**config.mk**
```make
export PLATFORM = sky130hd
export DESIGN_NAME = icb_timer
export DESIGN_NICKNAME = d
export VERILOG_FILES = /design/src/rtl/icb_timer.sv
export SDC_FILE = /design/constraint.sdc
export NUM_CORES = 1
export LEC_CHECK = 0
export CAP_MARGIN = 20
export CORE_UTILIZATION = 45
export CTS_CLUSTER_DIAMETER = 60
export DETAILED_ROUTE_END_ITERATION = 7
export HOLD_SLACK_MARGIN = 0.08
export PLACE_DENSITY = 0.79
export SYNTH_ARGS = -nofsm -noshare
export SYNTH_HDL_FRONTEND = slang
export SYNTH_SLANG_ARGS = --single-unit
```
**constraint.sdc**
```tcl
create_clock -name clk -period 2.29 [get_ports clk]
set_input_delay 0.5725 -clock clk [delete_from_list [all_inputs] [get_ports clk]]
set_output_delay 0.5725 -clock clk [all_outputs]
set_load 0.01 [all_outputs]
```
**src/rtl/icb_timer.sv**
```systemverilog
// icb_timer: ICB slave providing a prescaled 64-bit free-running counter,
// a 64-bit compare register and a level interrupt (PEND & IE).
`default_nettype none

module icb_timer #(
  parameter int AW      = 64,
  parameter int DW      = 64,
  parameter int PRESC_W = 16
) (
  input  logic            clk,
  input  logic            rst,
  input  logic            icb_cmd_vld,
  output logic            icb_cmd_rdy,
  input  logic [AW-1:0]   icb_cmd_addr,
  input  logic            icb_cmd_read,
  input  logic [DW-1:0]   icb_cmd_wdata,
  input  logic [DW/8-1:0] icb_cmd_wmask,
  output logic            icb_rsp_vld,
  input  logic            icb_rsp_rdy,
  output logic [DW-1:0]   icb_rsp_rdata,
  output logic            icb_rsp_err,
  output logic            interrupt_req
);

  localparam logic [4:0] OFF_CTRL   = 5'h00;
  localparam logic [4:0] OFF_PRESC  = 5'h01;
  localparam logic [4:0] OFF_MTIME  = 5'h02;
  localparam logic [4:0] OFF_CMP    = 5'h03;
  localparam logic [4:0] OFF_STATUS = 5'h04;

  typedef enum logic {
    S_IDLE = 1'b0,
    S_RESP = 1'b1
  } state_t;

  state_t               r_state;
  state_t               w_state_nxt;

  logic [1:0]           r_ctrl;
  logic [PRESC_W-1:0]   r_presc;
  logic [PRESC_W-1:0]   r_psc_cnt;
  logic [DW-1:0]        r_mtime;
  logic [DW-1:0]        r_mtimecmp;
  logic                 r_pend;
  logic [DW-1:0]        r_rdata;
  logic                 r_err;

  logic [4:0]           w_off;
  logic                 w_sel_ctrl;
  logic                 w_sel_presc;
  logic                 w_sel_mtime;
  logic                 w_sel_cmp;
  logic                 w_sel_status;
  logic                 w_hit;
  logic                 w_acc;
  logic                 w_wr;
  logic                 w_clr;
  logic                 w_match;
  logic                 w_psc_wrap;
  logic                 w_tick;
  logic [DW-1:0]        w_bm;
  logic [DW-1:0]        w_rd_val;
  logic                 w_unused_addr;

  assign w_unused_addr = ^{icb_cmd_addr[AW-1:8], icb_cmd_addr[2:0]};

  assign w_off        = icb_cmd_addr[7:3];
  assign w_sel_ctrl   = (w_off == OFF_CTRL);
  assign w_sel_presc  = (w_off == OFF_PRESC);
  assign w_sel_mtime  = (w_off == OFF_MTIME);
  assign w_sel_cmp    = (w_off == OFF_CMP);
  assign w_sel_status = (w_off == OFF_STATUS);
  assign w_hit        = w_sel_ctrl | w_sel_presc | w_sel_mtime | w_sel_cmp | w_sel_status;

  assign w_acc   = icb_cmd_vld & icb_cmd_rdy;
  assign w_wr    = w_acc & ~icb_cmd_read;
  assign w_clr   = w_wr & w_sel_status & icb_cmd_wmask[0] & icb_cmd_wdata[0];
  assign w_match = (r_mtime >= r_mtimecmp);

  assign w_psc_wrap = (r_psc_cnt == r_presc);
  assign w_tick     = r_ctrl[0] & w_psc_wrap;

  always_comb begin
    w_bm = '0;
    for (int i = 0; i < DW/8; i++) begin
      w_bm[i*8 +: 8] = {8{icb_cmd_wmask[i]}};
    end
  end

  always_comb begin
    w_rd_val = '0;
    if (w_sel_ctrl)   w_rd_val = {{(DW-2){1'b0}}, r_ctrl};
    if (w_sel_presc)  w_rd_val = {{(DW-PRESC_W){1'b0}}, r_presc};
    if (w_sel_mtime)  w_rd_val = r_mtime;
    if (w_sel_cmp)    w_rd_val = r_mtimecmp;
    if (w_sel_status) w_rd_val = {{(DW-1){1'b0}}, r_pend};
  end

  always_ff @(posedge clk or negedge rst) begin
    if (!rst) begin
      r_state <= S_IDLE;
    end else begin
      r_state <= w_state_nxt;
    end
  end

  always_comb begin
    w_state_nxt = r_state;
    icb_cmd_rdy = 1'b0;
    icb_rsp_vld = 1'b0;
    case (r_state)
      S_IDLE: begin
        icb_cmd_rdy = 1'b1;
        if (icb_cmd_vld) w_state_nxt = S_RESP;
      end
      S_RESP: begin
        icb_rsp_vld = 1'b1;
        if (icb_rsp_rdy) w_state_nxt = S_IDLE;
      end
    endcase
  end

  always_ff @(posedge clk or negedge rst) begin
    if (!rst) begin
      r_ctrl     <= '0;
      r_presc    <= '0;
      r_psc_cnt  <= '0;
      r_mtime    <= '0;
      r_mtimecmp <= '1;
      r_pend     <= 1'b0;
    end else begin
      if (w_wr & w_sel_ctrl)
        r_ctrl <= (r_ctrl & ~w_bm[1:0]) | (icb_cmd_wdata[1:0] & w_bm[1:0]);
      if (w_wr & w_sel_presc)
        r_presc <= (r_presc & ~w_bm[PRESC_W-1:0]) | (icb_cmd_wdata[PRESC_W-1:0] & w_bm[PRESC_W-1:0]);
      if (w_wr & w_sel_cmp)
        r_mtimecmp <= (r_mtimecmp & ~w_bm) | (icb_cmd_wdata & w_bm);

      // Reprogramming the rate or enable restarts the prescale phase.
      if (w_wr & (w_sel_ctrl | w_sel_presc))
        r_psc_cnt <= '0;
      else if (r_ctrl[0])
        r_psc_cnt <= w_psc_wrap ? '0 : r_psc_cnt + PRESC_W'(1);

      if (w_wr & w_sel_mtime)
        r_mtime <= (r_mtime & ~w_bm) | (icb_cmd_wdata & w_bm);
      else if (w_tick)
        r_mtime <= r_mtime + DW'(1);

      r_pend <= w_match | (r_pend & ~w_clr);
    end
  end

  always_ff @(posedge clk or negedge rst) begin
    if (!rst) begin
      r_rdata <= '0;
      r_err   <= 1'b0;
    end else if (w_acc) begin
      r_rdata <= (icb_cmd_read & w_hit) ? w_rd_val : '0;
      r_err   <= ~w_hit;
    end
  end

  assign icb_rsp_rdata = r_rdata;
  assign icb_rsp_err   = r_err;
  assign interrupt_req = r_pend & r_ctrl[1];

endmodule

`default_nettype wire

```
# Yosys cells after proc, flatten, opt, wreduce, memory -nomap -nowiden
# Index checks and enable logic that the tools add are counted.
# classes
n_addsub	2
order_cmp	1
n_eq_ne	5
mux	16
bitwise	37
n_reduce_logical	3
# op_table
operator	n
$mux 64	7
$and 64x64->64	3
$or 64x64->64	2
$add 64x1->64 const B	1
$ge 64x64->1	1
$not 64->64	1
$mux 16	3
$and 16x16->16	2
$add 16x1->16 const B	1
$eq 16x16->1	1
$not 16->16	1
$or 16x16->16	1
$and 1x1->1	14
$eq 5x2->1 const B	2
$eq 5x1->1 const B	1
$eq 5x3->1 const B	1
$logic_not 5->1	1
$or 1x1->1	5
$and 2x2->2	2
$mux 1	4
$not 1->1	4
$reduce_bool 2->1	2
$mux 2	1
$not 2->2	1
other kinds (2)	2
# word_totals
reg_bits	229
out_inout_bits	68
wordCells	73

# Longest topological paths before layout
# Gate-level depths: netlist (run 1).
# logic_depth
word_depth	9
ltp_mapped	10
ltp_nobuf	9

# Worst setup path after synthesis (run 1)
# No wires, ideal clock.
# synth_timing
kind	input -> register
startpoint	input port icb_cmd_read
endpoint	register (tool-made name)
setup_time_ns	0.121
arrival_time_ns	2.389
required_time_ns	2.169
path_slack_ns	-0.220
stages	8
path_cell_list	or3b_2 -> clkbuf_1 -> o31ai_2 -> nor2_1 -> clkbuf_1 -> nor2_1 -> a21oi_1 -> o22a_1
# synth_lines
element	line_no	rtl
start: declaration	15	input logic icb_cmd_read,

==> qor.csv, run 1 <==
stage,metric,value,unit
synthesis,Yosys reg bits,229,
timing,Final Skew,0.0178,ns
hold_path,startpoint of the most critical hold path,icb_rsp_rdata[1]$_DFFE_PN0P_,
drt,remaining routing DRC violations,0,
timing,setup TNS,-11.39,ns
power,Net Sw Frac,27.1,%
synthesis,"Avg Cell Area, Syn",9.74,sq um
drt,vias,12700,
clocking,TritonCTS clock tree,done,
drt,average detailed-routed wire length per instance,20.5,um
drt,DR iter-0 viols,1288,
timing,slew of the pin with the lowest slew margin,0.775,ns
setup_path,element type at the critical path end,register,
clocking,H-tree depth,1,
setup_path,Worst Path Arrival,3.13,ns
finish,final instance area,18500,sq um
finish,FF/Latch Area,5810,sq um
timing,worst-case setup margin in the final layout,-0.430,ns
global_routing,global-route total usage across every layer,28.7,%
status,violations in the final reports,setup timing,
clocking,TritonCTS buffer count,27,
synthesis,YS warnings,0,
finish,final net count,1915,
timing,RSZ-0062 raised after global routing,yes,
clocking,Clock Path Buffers,3,
finish,Util after Layout,66.1,%
power,share of total power in combinational logic,19.5,%
setup_path,R2R Setup Slk,-0.43,ns
finish,Layout fillers,2001,
global_routing,wire length of the first global-routing pass,66.2,mm
hold_path,WHS Path Cells,2,
placed_design,post-detail-place hpwl,29.5,mm
synthesis,"EDFF count, synth",0,
setup_path,Crit path required time,2.70,ns
placed_design,Port Buf Inserts,149,
setup_path,Critical Path Source Type,register,
drt,Antenna Violating Nets Remaining,0,
power,peak supply drop,543,uV
timing,number of max-slew violations in the final report,0,
power,power density of the placed cells,603,nW/um^2
setup_path,Setup CP Type,register to register,
die,core area,28000,sq um
finish,"leading cell types in the layout, fill and taps excluded","sky130_fd_sc_hd__buf_4 (223), sky130_fd_sc_hd__dfrtp_1 (165), sky130_fd_sc_hd__nand2_1 (156)",
power,Clk network pwr share,40.6,%
synthesis,commonest register cell after synthesis,sky130_fd_sc_hd__dfrtp_1,
global_routing,maximum number of pins on one net before global-route repair,68,
power,Pint,0.00814,W
finish,fraction of layout cells with a size suffix above 1,34.1,%
clocking,clock latency on the worst-skew pair,0.55,ns
power,switching power total,0.00302,W
hold_path,terminating pin of the worst hold path,icb_rsp_rdata[1]$_DFFE_PN0P_,
drt,final routed wirelength across all metal layers,43.1,mm
run,max-cap violations,0,
die,width of the die,172,um
power,share of total power in sequential cells,39.9,%
hold_path,worst hold path type,register to register,
timing,final hold vios,0,
die,effective utilization at floorplan,46.2,%
synthesis,netlist area before placement,12900,sq um
finish,area grow syn2layout,43.1,%
synthesis,number of nets in the synthesized netlist,1535,
timing,endpoints failing setup,64,
synthesis,post-synthesis instance total,1328,
finish,most frequent standard cell in the layout excluding fill and tap cells,sky130_fd_sc_hd__buf_4,
setup_path,highest net fanout along the worst path,5,
die,site row count,61,
timing,hold_ws,0.480,ns
global_routing,number of antenna violations at the first check in global routing,0,
timing,final worst path period need,2.72,ns
timing,max_slew headroom,48.3,%
power,standby leakage power,8.12,nW
synthesis,count of unique library cells instantiated by Yosys,72,
drt,number of iterations in the first detailed-routing pass,8,
finish,antenna cells,0,
die,Vert. Die Dim,172,um
clocking,post-CTS clock slew at the launch and capture registers of the worst setup and hold paths,0.06,ns
timing,Max Fclk,368,MHz
setup_path,reg2reg path depth,9,
synthesis,"FFs w/ async S/R, synth",100,%
status,outcome,finished with violations,
clocking,Clock Tree Root,sky130_fd_sc_hd__clkbuf_16,
timing,final cycle utilization of the critical path,119,%
finish,multi-input combinational cell area,7220,sq um
placed_design,area post-placement,16500,sq um
drt,via density per instance,6.05,
die,IO Count,209,
placed_design,weighted congestion at the end of routability-driven global placement,0.928,
die,full die area,29400,sq um
clocking,# clock sinks,229,
global_routing,vias in the first global route,12700,
synthesis,sequential share of the synthesized area,44.9,%
global_routing,residual overflow from global routing,0,
how the worst max path moves through the flow:
stage                             start                to  cells past startpoint
5_1_grt                        register          register                     11
6_report                       register          register                      9
3_5_place_dp                icb_cmd_vld  r_pend$_DFF_PN0_                      8
2_1_floorplan  r_psc_cnt[6]$_DFFE_PN0P_          register                      7
4_1_cts        r_psc_cnt[2]$_DFFE_PN0P_          register                     11
3_3_place_gp                icb_cmd_vld          register                      9
what timing repair did:
| item | CTS | global route |
|---|---|---|
| pin swaps | 77 | 42 |
| hold buffers | 1 | 0 |
| cloned | 0 | 1 |
| hold endpoints to repair | 33 | 0 |
| setup buffers | 28 | 14 |
| resized for setup | 126 | 66 |
| setup endpoints to repair | 68 | 83 |
through the flow:
step | instances | power (W) | worst slack [ns]
4_1_cts | 2095 | 0.0110 | -0.272
6_report | 2107 | 0.0112 | -0.430
3_3_place_gp | 2018 | 0.00626 | -0.566
3_5_place_dp | 2018 | 0.00634 | -0.659
5_1_grt | 2107 | 0.0115 | -0.443
2_1_floorplan | 1328 | 0.00531 | -0.136
synthesized netlist by cell type, types with 6 or more instances:
library cell	n	share of area, %
sky130_fd_sc_hd__mux2i_1	15	1.2
sky130_fd_sc_hd__and3_1	22	1.1
sky130_fd_sc_hd__dfrtp_1	165	32
sky130_fd_sc_hd__ha_1	66	6.4
sky130_fd_sc_hd__mux2_2	87	7.6
sky130_fd_sc_hd__clkbuf_1	52	1.5
sky130_fd_sc_hd__inv_1	76	2.2
sky130_fd_sc_hd__nor4_1	7	0.34
sky130_fd_sc_hd__xor2_1	22	1.5
sky130_fd_sc_hd__o211ai_1	34	2.0
sky130_fd_sc_hd__nand2_1	161	4.7
sky130_fd_sc_hd__o21ai_0	130	5.0
sky130_fd_sc_hd__nor4_2	6	0.58
sky130_fd_sc_hd__buf_1	9	0.26
sky130_fd_sc_hd__o311ai_0	6	0.41
sky130_fd_sc_hd__nand3_1	63	2.4
sky130_fd_sc_hd__a22oi_1	51	3.0
sky130_fd_sc_hd__dfstp_2	64	13
sky130_fd_sc_hd__and4_1	11	0.75
sky130_fd_sc_hd__nor3_1	18	0.70
sky130_fd_sc_hd__nand4_1	23	1.1
sky130_fd_sc_hd__nand2b_1	6	0.29
sky130_fd_sc_hd__a221o_1	12	0.93
sky130_fd_sc_hd__nor2_1	50	1.5
sky130_fd_sc_hd__and2_1	11	0.53
sky130_fd_sc_hd__a21oi_1	40	1.5
sky130_fd_sc_hd__a21o_1	15	0.87
sky130_fd_sc_hd__nor2b_1	9	0.44
sky130_fd_sc_hd__a31oi_1	11	0.53
sky130_fd_sc_hd__a211oi_1	7	0.41
sky130_fd_sc_hd__a32oi_1	8	0.54
layer usage:
metal  share of wire (%)  global-route usage (%)  wire, um  vias to the layer above
li1                    -                       -         -                     5655
met3                 7.5                    4.30      3230                      147
met2                  49                    49.4     21100                      655
met1                  40                    35.4     17000                     6289
met5                   0                       0         0                        -
met4                 4.1                    13.0      1770                        0
worst max-delay path: stages (launching register included):
cell and delay, ns:
sky130_fd_sc_hd__dfrtp_1 0.39, sky130_fd_sc_hd__buf_4 0.17, sky130_fd_sc_hd__ha_1 0.18, sky130_fd_sc_hd__and3_1 0.25, sky130_fd_sc_hd__nand2_1 0.07, sky130_fd_sc_hd__nor2_1 0.41
sky130_fd_sc_hd__and4_2 0.37, sky130_fd_sc_hd__nand3_2 0.15, sky130_fd_sc_hd__o2bb2a_1 0.32, sky130_fd_sc_hd__a221o_1 0.29
power by group through the flow:
stage,registers [W],logic (W),clock network [W]
after CTS,0.00443,0.00201,0.00456
after floorplan,0.00452,0.000788,0
after global placement,0.00449,0.00177,0
after detailed placement,0.00450,0.00184,0
after global routing,0.00446,0.00234,0.00473
final,0.00445,0.00218,0.00453
cell families (layout without fill, tap and decap cells):
logic type / count (synthesis) / count (layout) / synth area share (%)
and+or+nand+nor: 416 / 417 / 16.5
AOI/OAI and AO/OA: 347 / 347 / 17.4
DFF: 229 / 229 / 44.9
buffers and inverters: 142 / 542 / 4.17
muxes: 103 / 103 / 8.91
adders and majority gates: 66 / 66 / 6.39
xor gates and xnor gates: 25 / 25 / 1.69
cell type report:
class | instances | area share [%]
Clock buffer | 40 | 4.35
Inverter | 76 | 1.54
Clock inverter | 10 | 0.750
Multi-Input combinational cell | 958 | 39.0
Tap cell | 378 | 2.56
Timing Repair Buffer | 416 | 20.4
Sequential cell | 229 | 31.4
Power figures use the tool's default switching activity.
==> inputs of run 2 (changes only) <==
--- a/config.mk
+++ b/config.mk
@@ -9,8 +9,10 @@
 export CORE_UTILIZATION = 45
 export CTS_CLUSTER_DIAMETER = 60
 export DETAILED_ROUTE_END_ITERATION = 7
+export DONT_BUFFER_PORTS = 1
 export HOLD_SLACK_MARGIN = 0.08
-export PLACE_DENSITY = 0.79
+export PLACE_DENSITY = 0.69
+export RECOVER_POWER = 25
 export SYNTH_ARGS = -nofsm -noshare
 export SYNTH_HDL_FRONTEND = slang
 export SYNTH_SLANG_ARGS = --single-unit
==> qor.csv, run 2 (synthesized netlist as in run 1, its figures left out) <==
stage,metric,value,unit
status,outcome,finished with violations,
status,violations in the final reports,"hold timing, setup timing",
power,peak supply drop,610,uV
setup_path,element type at the critical path end,register,
setup_path,cell class contributing the biggest share of worst-path delay,simple AND/OR/NAND/NOR gates,
placed_design,Placed Instances,1858,
setup_path,depth of the critical timing path with buffers and inverters included,9,
drt,DR iter-0 viols,856,
timing,final cycle utilization of the critical path,112,%
finish,count of non-filler cells in the finished layout,1931,
timing,worst-case setup margin in the final layout,-0.268,ns
clocking,Clock Tree Root,sky130_fd_sc_hd__clkbuf_16,
drt,via density per instance,5.87,
die,width of the die,172,um
drt,number of iterations in the first detailed-routing pass,8,
setup_path,R2R Setup Slk,-0.27,ns
placed_design,weighted congestion at the end of routability-driven global placement,0.894,
drt,final routed wirelength across all metal layers,38.7,mm
drt,vias,11300,
die,full die area,29400,sq um
power,standby leakage power,7.25,nW
placed_design,placement-stage worst setup slack,-0.410,ns
global_routing,vias in the first global route,11600,
drt,remaining routing DRC violations,0,
setup_path,cells along the critical path,xor2_1 > nor4_2 > buf_4 > nand4_4 > nor4b_4 > buf_4 > or4b_4 > o211ai_1 > o211ai_1,
run,max-cap violations,0,
timing,max_slew headroom,45.4,%
finish,final net count,1738,
finish,fraction of layout cells with a size suffix above 1,33.4,%
timing,number of max-slew violations in the final report,0,
timing,Final Skew,0.0103,ns
clocking,clock latency on the worst-skew pair,0.54,ns
setup_path,reg2reg path depth,9,
die,effective utilization at floorplan,46.2,%
timing,hold_ws,-0.260,ns
finish,most frequent standard cell in the layout excluding fill and tap cells,sky130_fd_sc_hd__buf_4,
clocking,TritonCTS buffer count,28,
global_routing,wire length of the first global-routing pass,60.8,mm
finish,Layout fillers,2363,
die,site row count,61,
drt,average detailed-routed wire length per instance,20.0,um
setup_path,CP max-delay cell,sky130_fd_sc_hd__or4b_4,
timing,Max Fclk,391,MHz
placed_design,post-detail-place hpwl,27.7,mm
finish,Util after Layout,58.6,%
finish,FF/Latch Area,5810,sq um
global_routing,maximum number of pins on one net before global-route repair,230,
placed_design,area post-placement,14900,sq um
clocking,H-tree depth,1,
die,Vert. Die Dim,172,um
setup_path,Setup CP Type,register to register,
setup_path,Crit path required time,2.70,ns
die,IO Count,209,
finish,multi-input combinational cell area,7020,sq um
drt,Antenna Violating Nets Remaining,0,
timing,endpoints failing setup,59,
finish,area grow syn2layout,27.0,%
setup_path,Critical Path Source Type,register,
clocking,# clock sinks,229,
timing,slew of the pin with the lowest slew margin,0.819,ns
die,core area,28000,sq um
timing,RSZ-0062 raised after global routing,yes,
timing,final hold vios,185,
placed_design,Port Buf Inserts,0,
global_routing,global-route total usage across every layer,26.4,%
clocking,Clock Path Buffers,3,
setup_path,buffer and inverter count on the worst path,2,
power,power density of the placed cells,637,nW/um^2
setup_path,Crit path largest cell delay,0.47,ns
timing,final worst path period need,2.56,ns
global_routing,residual overflow from global routing,0,
clocking,post-CTS clock slew at the launch and capture registers of the worst setup and hold paths,0.06,ns
finish,final instance area,16400,sq um
hold_path,worst hold path type,input port to async pin,
global_routing,number of antenna violations at the first check in global routing,0,
setup_path,Worst Path Arrival,2.97,ns
finish,antenna cells,0,
finish,"leading cell types in the layout, fill and taps excluded","sky130_fd_sc_hd__buf_4 (218), sky130_fd_sc_hd__dfrtp_1 (164), sky130_fd_sc_hd__nand2_1 (161)",
clocking,TritonCTS clock tree,done,
setup_path,highest net fanout along the worst path,2,
[run 2: worst min path at each step]
stage	from	to	depth (start not counted)
floorplan	rst	async pin	0
global route	rst	icb_rsp_rdata[62]$_DFFE_PN0P_	0
finish	rst	icb_rsp_rdata[62]$_DFFE_PN0P_	0
global placement	rst	icb_rsp_rdata[62]$_DFFE_PN0P_	0
detailed placement	rst	icb_rsp_rdata[62]$_DFFE_PN0P_	0
CTS	rst	icb_rsp_rdata[62]$_DFFE_PN0P_	0
[run 2: stage by stage]
step | TNS [ns] | hold slack [ns] | power [W]
2_1_floorplan | -0.501 | 0.277 | 0.00531
3_3_place_gp | -13.78 | 0.288 | 0.00587
3_5_place_dp | -16.22 | 0.291 | 0.00591
4_1_cts | -4.81 | -0.279 | 0.0105
5_1_grt | -12.36 | -0.286 | 0.0109
6_report | -5.96 | -0.260 | 0.0105
[run 2: layout make-up]
cell class                 count  share of cell area (%)
inverter                      76                    1.74
multi-input combinational    957                    42.7
sequential                   229                    35.4
tap                          378                    2.88
clock inverter                 5                   0.343
clock buffer                  47                    5.32
timing repair buffer         239                    11.6
[run 2: timing repair]
item,4_1_cts,5_1_grt
gates cloned,1,0
endpoints found under the hold margin,229,229
setup endpoints to repair,65,68
pin swaps,36,28
gates resized for setup,84,38
setup buffers,16,6
[run 2: routing by layer]
metal / GRT usage [%] / routed length, um / vias to the layer above
li1: - / - / 5285
met1: 34.1 / 16100 / 5574
met2: 43.6 / 18300 / 387
met3: 5.59 / 3020 / 84
met4: 9.55 / 1230 / 0
met5: 0 / 0 / -
[run 2: where the power goes]
part           switching, W  internal [W]  total (W)
combinational      0.000825      0.000794    0.00162
clock               0.00171       0.00269    0.00440
sequential         0.000142       0.00430    0.00444
total               0.00268       0.00778     0.0105
==> inputs of run 3 (changes only) <==
==> constraint.sdc (replaced) <==
create_clock -name clk -period 2.29 [get_ports clk]
set_input_delay 0.5725 -clock clk [delete_from_list [all_inputs] [get_ports clk]]
set_output_delay 0.5725 -clock clk [all_outputs]
set_load 0.05 [all_outputs]
==> qor.csv, run 3 (synthesized netlist as in run 1, its figures left out) <==
stage,metric,value,unit
setup_path,highest net fanout along the worst path,2,
setup_path,Setup CP Type,register to register,
global_routing,number of antenna violations at the first check in global routing,1,
setup_path,cells along the critical path,xor2_1 > nor4_2 > nand4_4 > nor4b_4 > buf_4 > or4b_4 > o211ai_1 > o211ai_1,
finish,most frequent standard cell in the layout excluding fill and tap cells,sky130_fd_sc_hd__buf_4,
clocking,clock latency on the worst-skew pair,0.55,ns
die,width of the die,172,um
setup_path,element type at the critical path end,register,
timing,max_slew headroom,49.3,%
clocking,post-CTS clock slew at the launch and capture registers of the worst setup and hold paths,0.06,ns
clocking,# clock sinks,229,
timing,final worst path period need,2.58,ns
placed_design,Port Buf Inserts,0,
timing,Max Fclk,387,MHz
finish,Layout fillers,2314,
timing,Final Skew,0.0177,ns
drt,number of iterations in the first detailed-routing pass,5,
finish,"leading cell types in the layout, fill and taps excluded","sky130_fd_sc_hd__buf_4 (207), sky130_fd_sc_hd__dfrtp_1 (163), sky130_fd_sc_hd__nand2_1 (158)",
finish,final net count,1739,
drt,remaining routing DRC violations,0,
timing,final hold vios,181,
die,effective utilization at floorplan,46.2,%
finish,multi-input combinational cell area,7340,sq um
die,core area,28000,sq um
timing,final cycle utilization of the critical path,113,%
power,Pwr Total,0.0111,W
placed_design,placement-stage worst setup slack,-0.464,ns
setup_path,CP max-delay cell,sky130_fd_sc_hd__or4b_4,
clocking,Clock Path Buffers,3,
drt,Antenna Violating Nets Remaining,0,
drt,via density per instance,5.88,
finish,FF/Latch Area,5810,sq um
setup_path,cell class contributing the biggest share of worst-path delay,simple AND/OR/NAND/NOR gates,
global_routing,global-route total usage across every layer,26.5,%
finish,Util after Layout,60.3,%
clocking,Clock Tree Root,sky130_fd_sc_hd__clkbuf_16,
finish,final instance area,16900,sq um
setup_path,Worst Path Arrival,3.00,ns
global_routing,maximum number of pins on one net before global-route repair,230,
power,standby leakage power,7.46,nW
drt,DR iter-0 viols,897,
global_routing,wire length of the first global-routing pass,60.9,mm
power,peak supply drop,619,uV
finish,antenna cells,0,
placed_design,weighted congestion at the end of routability-driven global placement,0.881,
drt,average detailed-routed wire length per instance,20.3,um
die,full die area,29400,sq um
timing,number of max-slew violations in the final report,0,
clocking,H-tree depth,1,
global_routing,residual overflow from global routing,0,
drt,vias,11400,
setup_path,most common cell type on the critical path,sky130_fd_sc_hd__o211ai_1,
setup_path,Critical Path Source Type,register,
timing,endpoints failing setup,44,
placed_design,post-detail-place hpwl,27.6,mm
clocking,TritonCTS clock tree,done,
placed_design,area post-placement,14800,sq um
setup_path,Crit path required time,2.71,ns
run,max-cap violations,0,
die,site row count,61,
die,IO Count,209,
timing,worst-case setup margin in the final layout,-0.291,ns
timing,hold_ws,-0.282,ns
setup_path,Crit path largest cell delay,0.46,ns
hold_path,worst hold path type,input port to async pin,
clocking,TritonCTS buffer count,28,
drt,final routed wirelength across all metal layers,39.3,mm
global_routing,vias in the first global route,11500,
status,violations in the final reports,"hold timing, setup timing",
finish,area grow syn2layout,30.7,%
finish,fraction of layout cells with a size suffix above 1,36.9,%
status,outcome,finished with violations,
die,Vert. Die Dim,172,um
timing,RSZ-0062 raised after global routing,yes,
timing,slew of the pin with the lowest slew margin,0.760,ns
setup_path,buffer and inverter count on the worst path,1,
power,power density of the placed cells,656,nW/um^2
run 3: changes by cell type in the layout (fill, tap and decap cells not counted), sizes merged:
cell    before  now
clkbuf      47   40
bufinv       1    4
clkinv       2    5
inv         77   78
nor2        50   51
run 3: per-layer routing:
| layer | share of wire, % | global-route usage, % | wire length (um) | vias up |
|---|---|---|---|---|
| met1 | 41 | 32.7 | 16000 | 5605 |
| li1 | - | - | - | 5312 |
| met4 | 3.0 | 8.23 | 1160 | 0 |
| met2 | 49 | 45.6 | 19200 | 343 |
| met3 | 7.3 | 6.07 | 2870 | 92 |
| met5 | 0 | 0 | 0 | - |
run 3: layout make-up:
type                    count  share of cell area [%]
flip-flops and latches    229                    34.4
clock buffers              40                    5.01
multi-input cells         958                    43.4
well taps                 378                    2.80
repair buffers            239                    11.6
clock inverters            12                    1.02
inverters                  76                    1.69
run 3: report_power, final:
| group | internal, W | switching [W] |
|---|---|---|
| sequential | 0.00430 | 0.000187 |
| combinational | 0.000873 | 0.000908 |
| clock | 0.00302 | 0.00179 |
| total | 0.00819 | 0.00289 |
run 3: path summary, 6_finish.rpt:
kind | start | end | slack (ns) | cells after the start
worst max-delay path | register | register | -0.29 | 8
worst max register to register | register | register | -0.29 | 8
max in group asynchronous | rst | async pin | 1.99 | 0
min in group clk | icb_cmd_wdata[6] | register | 0.13 | 2
worst min register to register | register | register | 0.52 | 2
worst min-delay path | rst | icb_rsp_rdata[58]$_DFFE_PN0P_ | -0.28 | 0
run 3: metrics by stage:
| step | cells | setup TNS [ns] |
|---|---|---|
| 6_report | 1932 | -4.72 |
| 2_1_floorplan | 1328 | -0.476 |
| 4_1_cts | 1921 | -7.34 |
| 3_3_place_gp | 1845 | -15.20 |
| 3_5_place_dp | 1845 | -18.38 |
| 5_1_grt | 1932 | -9.38 |
run 3: what timing repair did:
action,in CTS,in global routing
hold endpoints to repair,229,229
gates cloned,2,0
setup buffers,22,18
resized for setup,77,133
setup endpoints to repair,68,72
pin swaps,27,111
